## src/rtl/vmc_pkg.sv

```systemverilog
// rtl/vmc_pkg.sv - shared state codes, denomination codes and coin values for the change sequencer
package vmc_pkg;

    localparam int VMC_AMT_W = 8;

    // FSM state codes kept as plain constants so older tools and wrappers can match on them
    typedef logic [2:0] vmc_chg_state_t;
    localparam vmc_chg_state_t ST_IDLE     = 3'd0;
    localparam vmc_chg_state_t ST_SELECT   = 3'd1;
    localparam vmc_chg_state_t ST_PULSE    = 3'd2;
    localparam vmc_chg_state_t ST_WAIT_ACK = 3'd3;
    localparam vmc_chg_state_t ST_FINISH   = 3'd4;

    // Which coin the greedy selector picked
    typedef enum logic [1:0] {
        SEL_NONE = 2'd0,
        SEL_1    = 2'd1,
        SEL_5    = 2'd2,
        SEL_10   = 2'd3
    } vmc_denom_t;

    localparam logic [VMC_AMT_W-1:0] DENOM_1  = 8'd1;
    localparam logic [VMC_AMT_W-1:0] DENOM_5  = 8'd5;
    localparam logic [VMC_AMT_W-1:0] DENOM_10 = 8'd10;

endpackage

```

## src/rtl/vmc_pulse_timer.sv

```systemverilog
// rtl/vmc_pulse_timer.sv - loadable down-counter that flags the last cycle of a timed interval
module vmc_pulse_timer #(
    parameter int W = 8
) (
    input  logic         i_clk,
    input  logic         i_rst,
    input  logic         i_load,
    input  logic [W-1:0] i_value,
    output logic         o_expire
);

    logic [W-1:0] r_cnt;

    // Reload on request, otherwise count down and park at zero
    always_ff @(posedge i_clk or posedge i_rst) begin
        if (i_rst) begin
            r_cnt <= '0;
        end else if (i_load) begin
            r_cnt <= i_value;
        end else if (r_cnt != '0) begin
            r_cnt <= r_cnt - W'(1);
        end
    end

    // High during the final cycle of an interval of i_value cycles
    assign o_expire = (r_cnt == W'(1));

endmodule

```

## src/rtl/vmc_change_sequencer.sv

```systemverilog
// rtl/vmc_change_sequencer.sv - greedy coin change sequencer driving a hopper with handshaked pulses
module vmc_change_sequencer
    import vmc_pkg::*;
#(
    parameter int AMT_W     = 8,
    parameter int INV_W     = 6,
    parameter int INV_INIT  = 20,
    parameter int PULSE_CYC = 2,
    parameter int ACK_TO    = 8
) (
    input  logic             i_clock,
    input  logic             i_reset,
    input  logic             i_req,
    input  logic [AMT_W-1:0] i_amount,
    input  logic             i_refill,
    input  logic             i_hop_ack,
    output logic             o_c10,
    output logic             o_c5,
    output logic             o_c1,
    output logic             o_busy,
    output logic             o_done,
    output logic             o_short,
    output logic             o_fault,
    output logic [AMT_W-1:0] o_remain,
    output logic [INV_W-1:0] o_inv10,
    output logic [INV_W-1:0] o_inv5,
    output logic [INV_W-1:0] o_inv1
);

    localparam int TMR_W = 8;

    vmc_chg_state_t   r_state;
    vmc_denom_t       r_denom;
    logic [AMT_W-1:0] r_rem;
    logic [INV_W-1:0] r_inv10, r_inv5, r_inv1;
    logic             r_c10, r_c5, r_c1;
    logic             r_short, r_fault;

    vmc_denom_t       w_sel;
    logic [AMT_W-1:0] w_denom_val;
    logic             w_tmr_load;
    logic [TMR_W-1:0] w_tmr_value;
    logic             w_tmr_exp;

    // Greedy pick: largest coin that fits the remaining amount and is still in stock
    always_comb begin
        w_sel = SEL_NONE;
        if (r_rem >= AMT_W'(DENOM_10) && r_inv10 != '0) begin
            w_sel = SEL_10;
        end else if (r_rem >= AMT_W'(DENOM_5) && r_inv5 != '0) begin
            w_sel = SEL_5;
        end else if (r_rem >= AMT_W'(DENOM_1) && r_inv1 != '0) begin
            w_sel = SEL_1;
        end
    end

    // Value of the coin currently being paid out
    always_comb begin
        w_denom_val = '0;
        case (r_denom)
            SEL_10:  w_denom_val = AMT_W'(DENOM_10);
            SEL_5:   w_denom_val = AMT_W'(DENOM_5);
            SEL_1:   w_denom_val = AMT_W'(DENOM_1);
            default: w_denom_val = '0;
        endcase
    end

    // One timer serves both the pulse width and the ack timeout
    assign w_tmr_load  = (r_state == ST_SELECT && w_sel != SEL_NONE) ||
                         (r_state == ST_PULSE && w_tmr_exp);
    assign w_tmr_value = (r_state == ST_SELECT) ? TMR_W'(PULSE_CYC) : TMR_W'(ACK_TO);

    vmc_pulse_timer #(.W(TMR_W)) u_timer (
        .i_clk    (i_clock),
        .i_rst    (i_reset),
        .i_load   (w_tmr_load),
        .i_value  (w_tmr_value),
        .o_expire (w_tmr_exp)
    );

    // Sequencer FSM with amount, inventory and registered coin outputs
    always_ff @(posedge i_clock or posedge i_reset) begin
        if (i_reset) begin
            r_state <= ST_IDLE;
            r_denom <= SEL_NONE;
            r_rem   <= '0;
            r_inv10 <= INV_W'(INV_INIT);
            r_inv5  <= INV_W'(INV_INIT);
            r_inv1  <= INV_W'(INV_INIT);
            r_c10   <= 1'b0;
            r_c5    <= 1'b0;
            r_c1    <= 1'b0;
            r_short <= 1'b0;
            r_fault <= 1'b0;
        end else begin
            case (r_state)
                ST_IDLE: begin
                    if (i_req) begin
                        r_rem   <= i_amount;
                        r_fault <= 1'b0;
                        r_short <= 1'b0;
                        r_state <= ST_SELECT;
                    end else if (i_refill) begin
                        r_inv10 <= INV_W'(INV_INIT);
                        r_inv5  <= INV_W'(INV_INIT);
                        r_inv1  <= INV_W'(INV_INIT);
                    end
                end
                ST_SELECT: begin
                    if (w_sel != SEL_NONE) begin
                        r_denom <= w_sel;
                        r_c10   <= (w_sel == SEL_10);
                        r_c5    <= (w_sel == SEL_5);
                        r_c1    <= (w_sel == SEL_1);
                        r_state <= ST_PULSE;
                    end else begin
                        // Nothing payable: short only if money is still owed
                        r_short <= (r_rem != '0);
                        r_state <= ST_FINISH;
                    end
                end
                ST_PULSE: begin
                    if (w_tmr_exp) begin
                        r_c10   <= 1'b0;
                        r_c5    <= 1'b0;
                        r_c1    <= 1'b0;
                        r_state <= ST_WAIT_ACK;
                    end
                end
                ST_WAIT_ACK: begin
                    if (i_hop_ack) begin
                        r_rem <= r_rem - w_denom_val;
                        case (r_denom)
                            SEL_10:  r_inv10 <= r_inv10 - INV_W'(1);
                            SEL_5:   r_inv5  <= r_inv5 - INV_W'(1);
                            SEL_1:   r_inv1  <= r_inv1 - INV_W'(1);
                            default: ;
                        endcase
                        r_state <= ST_SELECT;
                    end else if (w_tmr_exp) begin
                        r_fault <= 1'b1;
                        r_short <= 1'b1;
                        r_state <= ST_FINISH;
                    end
                end
                ST_FINISH: begin
                    r_state <= ST_IDLE;
                end
                default: begin
                    r_state <= ST_IDLE;
                end
            endcase
        end
    end

    assign o_c10    = r_c10;
    assign o_c5     = r_c5;
    assign o_c1     = r_c1;
    assign o_busy   = (r_state != ST_IDLE);
    assign o_done   = (r_state == ST_FINISH);
    assign o_short  = r_short;
    assign o_fault  = r_fault;
    assign o_remain = r_rem;
    assign o_inv10  = r_inv10;
    assign o_inv5   = r_inv5;
    assign o_inv1   = r_inv1;

endmodule
```

## config.mk

```make
export PLATFORM = sky130hd
export DESIGN_NAME = vmc_change_sequencer
export DESIGN_NICKNAME = d
export VERILOG_FILES = /design/src/rtl/vmc_pkg.sv /design/src/rtl/vmc_pulse_timer.sv /design/src/rtl/vmc_change_sequencer.sv
export SDC_FILE = /design/constraint.sdc
export NUM_CORES = 1
export LEC_CHECK = 0
export ABC_AREA = 1
export CAP_MARGIN = 30
export CORE_MARGIN = 2
export CORE_UTILIZATION = 54
export DETAILED_ROUTE_END_ITERATION = 8
export HOLD_SLACK_MARGIN = 0.02
export PLACE_DENSITY = 0.81
export SYNTH_ARGS = -nofsm -noshare
export SYNTH_HDL_FRONTEND = slang
export SYNTH_SLANG_ARGS = --single-unit
```

## constraint.sdc

```tcl
create_clock -name i_clock -period 2.15 [get_ports i_clock]
set_input_delay 0.43 -clock i_clock [delete_from_list [all_inputs] [get_ports i_clock]]
set_output_delay 0.43 -clock i_clock [all_outputs]
set_load 0.05 [all_outputs]
```

---- After elaboration in Yosys (flattened, before gate mapping) ----
Index checks and enable logic that the tools add are counted.
word-level totals
  output and inout port bits .............. 33
  memories kept ........................... 0
  register bits after elaboration ......... 44
  bits in read-only memories .............. 0
  bits in latches ......................... 0
  logic and storage cells ................. 111
  bits in writable memories ............... 0
cells by class
  divide/modulo/power cells ............... 0
  multipliers ............................. 0
  shift operators ......................... 0
  eq/ne operators ......................... 24
  reductions and logical operators ........ 27
  muxes and demuxes ....................... 40
  bitwise operators ....................... 0
  $add $sub $neg .......................... 5
  order comparisons ....................... 3
operator list
  cell                   count
  $mux W6                8
  $pmux W6 S2            3
  $mux W8                4
  $reduce_and A5 Y1      4
  $reduce_bool A6 Y1     3
  $sub A6 B1 Y6 const B  3
  $ne A2 B2 Y1 const B   8
  $pmux W8 S2            1
  $reduce_bool A8 Y1     2
  $mux W3                5
  $pmux W3 S4            1
  $pmux W4 S3            1
  $mux W1                9
  $reduce_and A3 Y1      3
  $eq A2 B2 Y1 const B   4
  $eq A8 B1 Y1 const B   1
  $ge A8 B1 Y1 const B   1
  $ge A8 B3 Y1 const B   1
  $ge A8 B4 Y1 const B   1
  $ne A2 B1 Y1 const B   4
  $pmux W1 S2            4
  $reduce_bool A2 Y1     4
  $sub A8 B1 Y8 const B  1
  $sub A8 B8 Y8          1
  14 further kinds       22

---- Depth between registers and ports, before layout ----
  depth after elaboration ................. 9
  depth in mapped cells ................... 14
  mapped depth without buffers ............ 14

---- Hierarchy ----
From an unflattened synthesis, not the netlist that was laid out.
second synthesis, totals
  cells, all modules ...................... 397
  area, all modules ....................... 2925.3 um^2
by module, submodules not included
  module                instances  cells an instance  seq. area each (um^2)  area an instance (um^2)
  vmc_change_sequencer  1          317                908.4                  2349.8
  vmc_pulse_timer       1          80                 200.2                  575.6

---- Worst setup path before layout ----
No wires, ideal clock.
  path type ............................... flip-flop to flip-flop
  start point ............................. register r_rem[0] (netlist: o_remain[0])
  end point ............................... register r_rem[6] (netlist: o_remain[6])
  data arrival time ....................... 1.878 ns
  stages on the path, launching flop included .. 12
  setup slack ............................. 0.151 ns
  required time ........................... 2.030 ns
  buffers on the path ..................... 0
  cell sequence ........................... dfrtp_1 > inv_1 > ha_1 > fa_1 > inv_1 > nand2_1 > nand2_1 > a21oi_1 > nand2_1 > a21oi_1 > o21ai_0 > inv_1
between the ends
  word-level cells in the longest chain between the ends .. 3
RTL lines
  element                 RTL line                     source
  start, declared         vmc_change_sequencer.sv:34   logic [AMT_W-1:0] r_rem;
  start signal, assigned  vmc_change_sequencer.sv:99   r_rem <= i_amount;
  start signal, assigned  vmc_change_sequencer.sv:132  r_rem <= r_rem - w_denom_val;
  $sub A8 B8 Y8           vmc_change_sequencer.sv:132
  $mux W8                 vmc_change_sequencer.sv:131  if (i_hop_ack) begin
  $pmux W8 S2             vmc_change_sequencer.sv:96   case (r_state)
Every way passes these cells. The select of a mux whose other input is x is not followed.
A chain may end at the register's enable or synchronous reset.

---- Worst setup path after layout ----
  start point ............................. register r_inv1[2] (netlist: o_inv1[2])
  end point ............................... output port o_inv1[2]
RTL lines
  element                 RTL line                     source
  start, declared         vmc_change_sequencer.sv:35   logic [INV_W-1:0] r_inv10, r_inv5, r_inv1;
  start signal, assigned  vmc_change_sequencer.sv:89   r_inv1 <= INV_W'(INV_INIT);
  start signal, assigned  vmc_change_sequencer.sv:106  r_inv1 <= INV_W'(INV_INIT);
  start signal, assigned  vmc_change_sequencer.sv:136  SEL_1: r_inv1 <= r_inv1 - INV_W'(1);
  end, declared           vmc_change_sequencer.sv:27   output logic [INV_W-1:0] o_inv1
No word-level cell between the ends.

==> metrics.txt <==
gr usage total 0.2307; capture point of the worst reg-to-reg path o_remain[6]; CP max FO 4; Synth cell types 42; maxcap violations 0; worst setup path start o_inv1[2]; Num CTS Buffers 5; largest net degree at the start of global routing 45; fillcell total 419; clk slew on worst S/H paths 0.09 ns; Pins Over Slew Limit 0; first-pass GRT wire length 11010 um; root buffer cell clkbuf_8; vias in the first global route 2460; initial antenna violation count 0; Slowest cell on crit path clkdlybuf4s50_1; Port Buffers 45; Post-synth ARST share 1.000; Vias/cell 5.253; mapped cell area 0.002813 sq mm; register bit count reported by yosys 44; # setup viols final 0; worst min path class input port to async pin; Die Y 76.17 um; final core utilization 0.6879; Tmin final 2.110 ns; final hold viol count 0; core area 0.005075 sq mm; Clk Latency, worst-skew pair 0.30 ns; worst path cell trace clkdlybuf4s50_1; worst slew pin tran 0.5083 ns; startpoint types flip-flop; worst slack, placed 0.09496 ns; prevailing post-synth register cell dfrtp_1; Ant. Diodes 0; Ys Warns 0; setup slack after layout 0.04028 ns; Layout Nets 434; FF-to-FF path depth 12; worst path required time 1.72 ns; ratio of cells with drive above 1 in the final layout 0.1491; f_max 0.4740 GHz; Largest delay share family, worst path buffers and inverters; Site Rows 26; final instance count without filler cells 479; GPL Wtd Cong 0.8782; num ports 46; DRC 0; Post-Syn Instances 355; DP HPWL 4564 um; Worst Path Arrival 1.68 ns; Post-synth EDFFs 0; P&R area growth vs syn 24.11%; Worst Setup End Kind output port; reg2reg setup slack 0.16 ns; chip width 76.17 um; H-tree depth 2; Avg Inst Size Synth 7.923 sq um; Avg WL per Cell 13.37 um; status finished, final reports clean; DRT Wirelength 6404 um; CP peak stage delay 0.81 ns; drt first pass iters 5; via count 2516; post-placement cell count 468; CTS Hold Bufs 0; die area 0.005802 sq mm; clock buffer depth 2; post-route ant nets 0; syn_nets 381; critical path class flip-flop to output port; Worst R2R Start r_denom[1]; period utilization 0.9813; Initial Utilization 0.5542; 1st-iter DRT viols 120; Final Skew 0.01108 ns; register area share after synthesis 0.3941; number of buffers and inverters on the critical path 1; number of clock sinks 44; total grt overflow 0; Slew Limit Headroom 0.6601; TritonCTS clock tree built
## registers in the layout, summed over array words and instances, names as in the netlist
signal / cells
o_inv1: 6
o_inv10: 6
o_short: 1
r_denom: 2
o_c10: 1
o_c5: 1
o_fault: 1
u_timer.r_cnt: 8
o_remain: 8
o_c1: 1
o_inv5: 6
r_state: 3
## cells in the mapped netlist, types with 2 or more instances
master,instances,area share
nand2_1,67,0.089
inv_1,44,0.059
nor2_1,42,0.056
dfrtp_1,38,0.34
nand3_1,25,0.044
o21ai_0,23,0.041
ha_1,12,0.053
o21ai_2,12,0.037
xor2_1,11,0.034
a21oi_1,10,0.018
nor3_1,7,0.012
dfstp_2,6,0.056
buf_6,5,0.020
inv_2,5,0.0067
nand4_1,5,0.011
nor2_2,5,0.011
nand2_2,4,0.0089
o22ai_1,3,0.0067
xnor2_1,3,0.0093
nand2_4,2,0.0080
nand3_2,2,0.0071
o211ai_1,2,0.0053
o21ai_1,2,0.0036
o21bai_1,2,0.0053
## per-stage QoR
stage / hold WS (ns) / setup TNS (ns) / cell area, sq um
2_1_floorplan: 0.5053 / 0 / 2813
5_1_grt: 0.5177 / -0.01793 / 3491
3_3_place_gp: 0.4774 / 0 / 3331
3_5_place_dp: 0.4825 / 0 / 3331
6_report: 0.4756 / 0 / 3491
4_1_cts: 0.4886 / 0 / 3463
## logic make-up after synthesis
group                    Yosys count  synth area share
flip-flops                        44            0.3941
XOR/XNOR                          14           0.04360
adder cells (fa/ha/maj)           13           0.06050
AO/OA/AOI/OAI                     61            0.1388
buffers and inverters             57           0.09119
AND/OR/NAND/NOR                  166            0.2718
## layer usage
| layer | GRT usage | up-vias | routed length, um |
|---|---|---|---|
| li1 | - | 1250 | - |
| met1 | 0.2955 | 1193 | 2958 |
| met2 | 0.3938 | 64 | 3080 |
| met3 | 0.04858 | 9 | 294 |
| met4 | 0.07091 | 0 | 71 |
| met5 | 0 | - | 0 |
## area by class of cell
| cell class | instances | area, sq um | area share |
|---|---|---|---|
| inverter | 49 | 183.9 | 0.05269 |
| multi-input combinational | 254 | 1450 | 0.4154 |
| clock inverter | 2 | 60.06 | 0.01720 |
| timing repair buffer | 54 | 528.0 | 0.1513 |
| sequential | 44 | 1109 | 0.3176 |
| tap | 70 | 87.58 | 0.02509 |
| clock buffer | 6 | 72.57 | 0.02079 |
## cell usage in the layout (no fill, tap or decap), types with 2 or more instances in the layout
cell,netlist,routed
a21oi_1,10,10
buf_4,1,10
bufinv_16,0,2
clkbuf_8,0,5
clkdlybuf4s50_1,0,42
dfrtp_1,38,38
dfstp_2,6,6
ha_1,12,12
inv_1,44,43
inv_2,5,5
nand2_1,67,67
nand2_2,4,4
nand2_4,2,2
nand3_1,25,25
nand3_2,2,2
nand4_1,5,5
nor2_1,42,42
nor2_2,5,5
nor3_1,7,7
o211ai_1,2,2
o21ai_0,23,22
o21ai_1,2,3
o21ai_2,12,12
o21bai_1,2,2
o22ai_1,3,3
xnor2_1,3,3
xor2_1,11,11
## worst max path at each step
| stage | to | slack (ns) | cells past startpoint |
|---|---|---|---|
| after floorplan | o_remain[6] | 0.15 | 11 |
| after global placement | o_remain[6] | 0.17 | 13 |
| after detailed placement | o_remain[6] | 0.09 | 13 |
| after CTS | o_inv1[2] | 0.02 | 1 |
| after global routing | o_remain[6] | -0.02 | 12 |
| final | o_inv1[2] | 0.04 | 1 |
## timing repair
action | in CTS | in global routing
gates resized for setup | 0 | 3
setup buffers | 0 | 3
setup endpoints to repair | 0 | 3
Power is not shown: default switching activity piles up to over one toggle a cycle in this logic, so the estimate is an artifact.
